### src/rtl/spi_slave_pkg.sv
// Shared types and idle line levels for the SPI slave.
package spi_slave_pkg;

    typedef enum logic {
        IDLE   = 1'b0,
        ACTIVE = 1'b1
    } state_t;

    localparam logic SCK_IDLE  = 1'b0;
    localparam logic CS_IDLE   = 1'b1;
    localparam logic MOSI_IDLE = 1'b0;

endpackage

### src/rtl/spi_sync.sv
// Multi-flop synchronizer with a configurable reset level.
module spi_sync #(
    parameter int unsigned STAGES    = 2,
    parameter logic        RESET_VAL = 1'b0
) (
    input  logic clk,
    input  logic rst,
    input  logic d,
    output logic q
);

    logic [STAGES-1:0] chain;

    always_ff @(posedge clk) begin
        if (rst) begin
            chain <= {STAGES{RESET_VAL}};
        end else begin
            chain[0] <= d;
            for (int unsigned i = 1; i < STAGES; i++) begin
                chain[i] <= chain[i-1];
            end
        end
    end

    assign q = chain[STAGES-1];

endmodule

### src/rtl/spi_slave.sv
// SPI mode-0 slave, MSB first, with one-entry TX buffer and one-entry RX register.
module spi_slave
    import spi_slave_pkg::*;
#(
    parameter int unsigned SYNC_STAGES = 2,
    parameter int unsigned DW          = 8
) (
    input  logic          clk,
    input  logic          rst,
    input  logic          spi_sck,
    input  logic          spi_cs,
    input  logic          spi_mosi,
    output logic          spi_miso,
    input  logic [DW-1:0] tx_data,
    input  logic          tx_valid,
    output logic          tx_ready,
    output logic [DW-1:0] rx_data,
    output logic          rx_valid,
    input  logic          rx_ready,
    output logic          rx_ovf,
    output logic          tx_unf,
    output logic          busy
);

    localparam int unsigned CW = (DW > 1) ? $clog2(DW) : 1;

    logic sck_s, cs_s, mosi_s;
    logic sck_prev, cs_prev;
    logic sck_rise, sck_fall, cs_fall, cs_rise;

    logic [SYNC_STAGES:0] settle;
    logic                 armed;

    state_t state, state_next;

    logic [CW-1:0] bit_cnt;
    logic [DW-1:0] rx_shift;
    logic [DW-1:0] tx_shift;
    logic [DW-1:0] tx_buf;
    logic          tx_full;
    logic          reload_pending;
    logic          word_done;

    logic active, start, bit_rise, bit_fall, tx_load, tx_write;

    spi_sync #(.STAGES(SYNC_STAGES), .RESET_VAL(SCK_IDLE)) u_sync_sck (
        .clk(clk), .rst(rst), .d(spi_sck), .q(sck_s)
    );
    spi_sync #(.STAGES(SYNC_STAGES), .RESET_VAL(CS_IDLE)) u_sync_cs (
        .clk(clk), .rst(rst), .d(spi_cs), .q(cs_s)
    );
    spi_sync #(.STAGES(SYNC_STAGES), .RESET_VAL(MOSI_IDLE)) u_sync_mosi (
        .clk(clk), .rst(rst), .d(spi_mosi), .q(mosi_s)
    );

    // A cs held low through reset only looks like a falling edge once the
    // synchronizer drains, so starts are accepted only after cs is seen idle.
    assign sck_rise = sck_s & ~sck_prev;
    assign sck_fall = ~sck_s & sck_prev;
    assign cs_fall  = armed & cs_prev & ~cs_s;
    assign cs_rise  = cs_s & ~cs_prev;

    assign active   = (state == ACTIVE);
    assign start    = (state == IDLE) && cs_fall;
    assign bit_rise = active && !cs_rise && sck_rise;
    assign bit_fall = active && !cs_rise && sck_fall;
    assign tx_load  = start || (bit_fall && reload_pending);
    assign tx_write = tx_valid && tx_ready;

    always_comb begin
        state_next = state;
        case (state)
            IDLE:    if (cs_fall) state_next = ACTIVE;
            ACTIVE:  if (cs_rise) state_next = IDLE;
            default: state_next = IDLE;
        endcase
    end

    always_ff @(posedge clk) begin
        if (rst) state <= IDLE;
        else     state <= state_next;
    end

    always_ff @(posedge clk) begin
        if (rst) begin
            sck_prev       <= SCK_IDLE;
            cs_prev        <= CS_IDLE;
            settle         <= '0;
            armed          <= 1'b0;
            bit_cnt        <= '0;
            rx_shift       <= '0;
            tx_shift       <= '0;
            tx_buf         <= '0;
            tx_full        <= 1'b0;
            reload_pending <= 1'b0;
            word_done      <= 1'b0;
            rx_data        <= '0;
            rx_valid       <= 1'b0;
            rx_ovf         <= 1'b0;
            tx_unf         <= 1'b0;
        end else begin
            sck_prev  <= sck_s;
            cs_prev   <= cs_s;
            settle    <= {settle[SYNC_STAGES-1:0], 1'b1};
            word_done <= 1'b0;
            rx_ovf    <= 1'b0;
            tx_unf    <= 1'b0;

            if (settle[SYNC_STAGES] && cs_s) armed <= 1'b1;

            if (start || (active && cs_rise)) begin
                bit_cnt        <= '0;
                rx_shift       <= '0;
                reload_pending <= 1'b0;
            end else if (bit_rise) begin
                rx_shift <= (rx_shift << 1) | DW'(mosi_s);
                if (bit_cnt == CW'(DW - 1)) begin
                    bit_cnt        <= '0;
                    word_done      <= 1'b1;
                    reload_pending <= 1'b1;
                end else begin
                    bit_cnt <= bit_cnt + 1'b1;
                end
            end else if (bit_fall) begin
                reload_pending <= 1'b0;
            end

            if (tx_load) begin
                if (tx_full) begin
                    tx_shift <= tx_buf;
                end else begin
                    tx_shift <= '1;
                    tx_unf   <= 1'b1;
                end
            end else if (bit_fall) begin
                tx_shift <= tx_shift << 1;
            end

            tx_full <= (tx_full && !tx_load) || tx_write;
            if (tx_write) tx_buf <= tx_data;

            if (word_done) begin
                if (!rx_valid || rx_ready) begin
                    rx_data  <= rx_shift;
                    rx_valid <= 1'b1;
                end else begin
                    rx_ovf <= 1'b1;
                end
            end else if (rx_valid && rx_ready) begin
                rx_valid <= 1'b0;
            end
        end
    end

    assign busy     = active;
    assign tx_ready = !tx_full;
    assign spi_miso = active & tx_shift[DW-1];

endmodule

### config.mk
export PLATFORM = sky130hd
export DESIGN_NAME = spi_slave
export DESIGN_NICKNAME = d
export VERILOG_FILES = /design/src/rtl/spi_slave_pkg.sv /design/src/rtl/spi_sync.sv /design/src/rtl/spi_slave.sv
export SDC_FILE = /design/constraint.sdc
export NUM_CORES = 1
export LEC_CHECK = 0
export BUFFER_PORTS_ARGS = -buffer_cell sky130_fd_sc_hd__buf_2
export CORE_UTILIZATION = 56
export CTS_CLUSTER_DIAMETER = 120
export DETAILED_ROUTE_END_ITERATION = 10
export GPL_TIMING_DRIVEN = 1
export HOLD_SLACK_MARGIN = 0.06
export PLACE_DENSITY = 0.78
export SETUP_SLACK_MARGIN = 0.3
export SYNTH_ARGS = -nofsm -noshare
export SYNTH_HDL_FRONTEND = slang
export SYNTH_SLANG_ARGS = --single-unit
### constraint.sdc
create_clock -name clk -period 1.71 [get_ports clk]
set_input_delay 0 -clock clk [delete_from_list [all_inputs] [get_ports clk]]
set_output_delay 0 -clock clk [all_outputs]
set_load 0.05 [all_outputs]
==> metrics.txt <==
Setup TNS 0 ps; Final GP Congestion 0.775; Initial Util 58.5%; fin cells 322; final WL 4.60 mm; die height 64.1 µm; post-synth top area cell dfxtp_1; clock root buffer clkbuf_8; antenna-violating nets left 0; drt pass-1 iters 4; vias in the first global route 1759; Layout Nets 290; Mapped Nets 252; post-synthesis sequential area ratio 50.1%; Gate Count Post-Synth 235; pwr dens 859 mW/mm²; Clock Skew 9.41 ps; drt via density 5.73; CP max stage cell dfxtp_1; layout cell share with drive strength beyond 1 21.5%; Clock Path Buffers 2; min-delay worst type in2reg; CP startpoint u_sync_sck.chain[1]$_SDFF_PP0_; syn avg cell area 9.18 µm²; gr ovfl total 0; final hold viol count 0; fin crit share 79.7%; Sinks on Clock Net 54; Final min period 1360 ps; first-pass GRT wire length 7.69 mm; Worst Max-Slew Pin Slew 577 ps; post-placement cell count 300; row count 22; Worst Path Required 1890 ps; commonest non-fill, non-tap cell in the layout dfxtp_1; Post-route DRC 0; R2R Path Start u_sync_sck.chain[1]$_SDFF_PP0_; Critical Path Fanout Max 7; total of max-cap violations 0; clock latency at the later pin of the worst-skew pair 300 ps; RSZ-0062 raised after global routing no; CP Capture Type register; Static Leak 0.955 nW; I/O pin count 29; count of cell types in the netlist 35; initial DRC count 171; GRT Overall Usage 24.1%; crit-path leading delay family compound AO/OA/AOI/OAI gates; Post-synth ARST share 0%; area share of the largest cell type after synthesis 50.1%; Top FF cell, synth dfxtp_1; Worst EP arrival 1540 ps; Worst Setup Start Kind register; Buffers on Ports 28; worst hold slack 140 ps; P&R area growth vs syn 19.4%; hold_sp rx_ready; H-Tree Depth 2; Max Freq 734 MHz; CTS tree done; most frequent cells in the layout dfxtp_1, a21oi_1, buf_2; Final Max Slew Viols 0; Core ar. 0.00369 mm²; yosys synthesis warning count 0; run status finished, final reports clean; endpoints failing setup 0; Inserted Clock Buffers 5; CP cell instances or2b_1 > o311ai_4 > buf_6 > o221ai_1; design area 0.00257 mm²; WL/cell 14.3 µm; dominant cells by area after synthesis dfxtp_1, a21oi_1, nand4_1, o31ai_1, nor2b_1; Final Util 69.8%; Post-synth EDFFs 0; cell area after synthesis 0.00216 mm²; Max VDD drop 0.567 mV; area post-placement 0.00233 mm²; diodes inserted 0; Reg clk slew, reported paths 90 ps; Critical Path Max Stage Delay 370 ps; Crit Path Class reg2reg; largest net degree at the start of global routing 21; die area 0.00410 mm²; vias 1846; Die X 64.1 µm; Slew headroom 61.5%; hpwl dp 2.79 mm; initial antenna violation count 0; Synth Register Bits 54; CP Buf/Inv Count 1
==> power breakdown <==
group	internal [mW]	total [mW]	switching [mW]	leakage [nW]
sequential	1.29	1.31	0.0186	0.440
combinational	0.0749	0.182	0.107	0.468
clock	0.326	0.724	0.398	0.0472
total	1.69	2.21	0.524	0.955
==> synth_stat cells (all sizes together) (4+ instances only) <==
library cell,number
nand3,9
nor2b,11
buf,9
o31ai,13
o21ai,8
nor2,13
a21oi,30
nand4,19
nand2,18
dfxtp,54
o221ai,7
clkbuf,9
nand2b,4
inv,10
==> worst paths after layout <==
path	endpoint	slack, ps	cells after the start
setup / recovery	tx_shift[2]$_SDFFE_PP0P_	350	4
setup reg to reg	tx_shift[2]$_SDFFE_PP0P_	350	4
hold / removal	rx_data[3]$_SDFFE_PP0P_	140	4
hold reg to reg	u_sync_cs.chain[1]$_SDFF_PP1_	420	1
==> routing by layer <==
metal / share of wire, % / up-vias / GRT usage [%]
met4: 2.4 / 0 / 9.66
li1: - / 918 / -
met1: 44 / 871 / 30.7
met2: 50 / 45 / 39.4
met5: 0 / - / 0
met3: 3.7 / 12 / 5.18
==> registers in the layout, indices dropped and copies added (netlist names), 2 cells and up <==
signal,count
rx_shift,8
u_sync_cs.chain,2
u_sync_sck.chain,2
tx_buf,8
tx_shift,8
bit_cnt,3
rx_data,8
settle,3
u_sync_mosi.chain,2
==> cell families (layout without fill, tap and decap cells) <==
logic type,count (synthesis),after routing,share of synthesized area (%)
compound gates,65,65,20.8
fa+ha+maj,2,2,1.16
buf+inv,29,68,5.68
flops,54,54,50.1
simple gates,85,85,22.2
==> stage by stage <==
| stage | power, mW | setup WS, ps |
|---|---|---|
| 2_1_floorplan | 1.44 | 350 |
| 3_3_place_gp | 1.48 | 324 |
| 3_5_place_dp | 1.48 | 268 |
| 4_1_cts | 2.21 | 315 |
| 5_1_grt | 2.31 | 294 |
| 6_report | 2.21 | 348 |
==> worst reg2reg max path, stage by stage (launching register included) <==
cell and delay, ps:
dfxtp_1 370, or2b_1 290, o311ai_4 290, buf_6 170, o221ai_1 120
==> timing repair <==
item                       CTS  global route
gates resized for setup      1             3
buffers inserted             0             2
setup endpoints to repair   15            16
hold buffers                12             0
hold endpoints to repair    12             0
cloned                       0             0
pin swaps                    0             1
==> area by class of cell <==
cell class | count | area [µm²]
clock buffers | 6 | 82.6
clock inverters | 2 | 12.5
fillers | 307 | 1110
inverters | 11 | 41.3
multi-input cells | 152 | 963
flip-flops and latches | 54 | 1080
well taps | 48 | 60.1
repair buffers | 49 | 332
No activity file was read; power rests on OpenSTA's default activity.
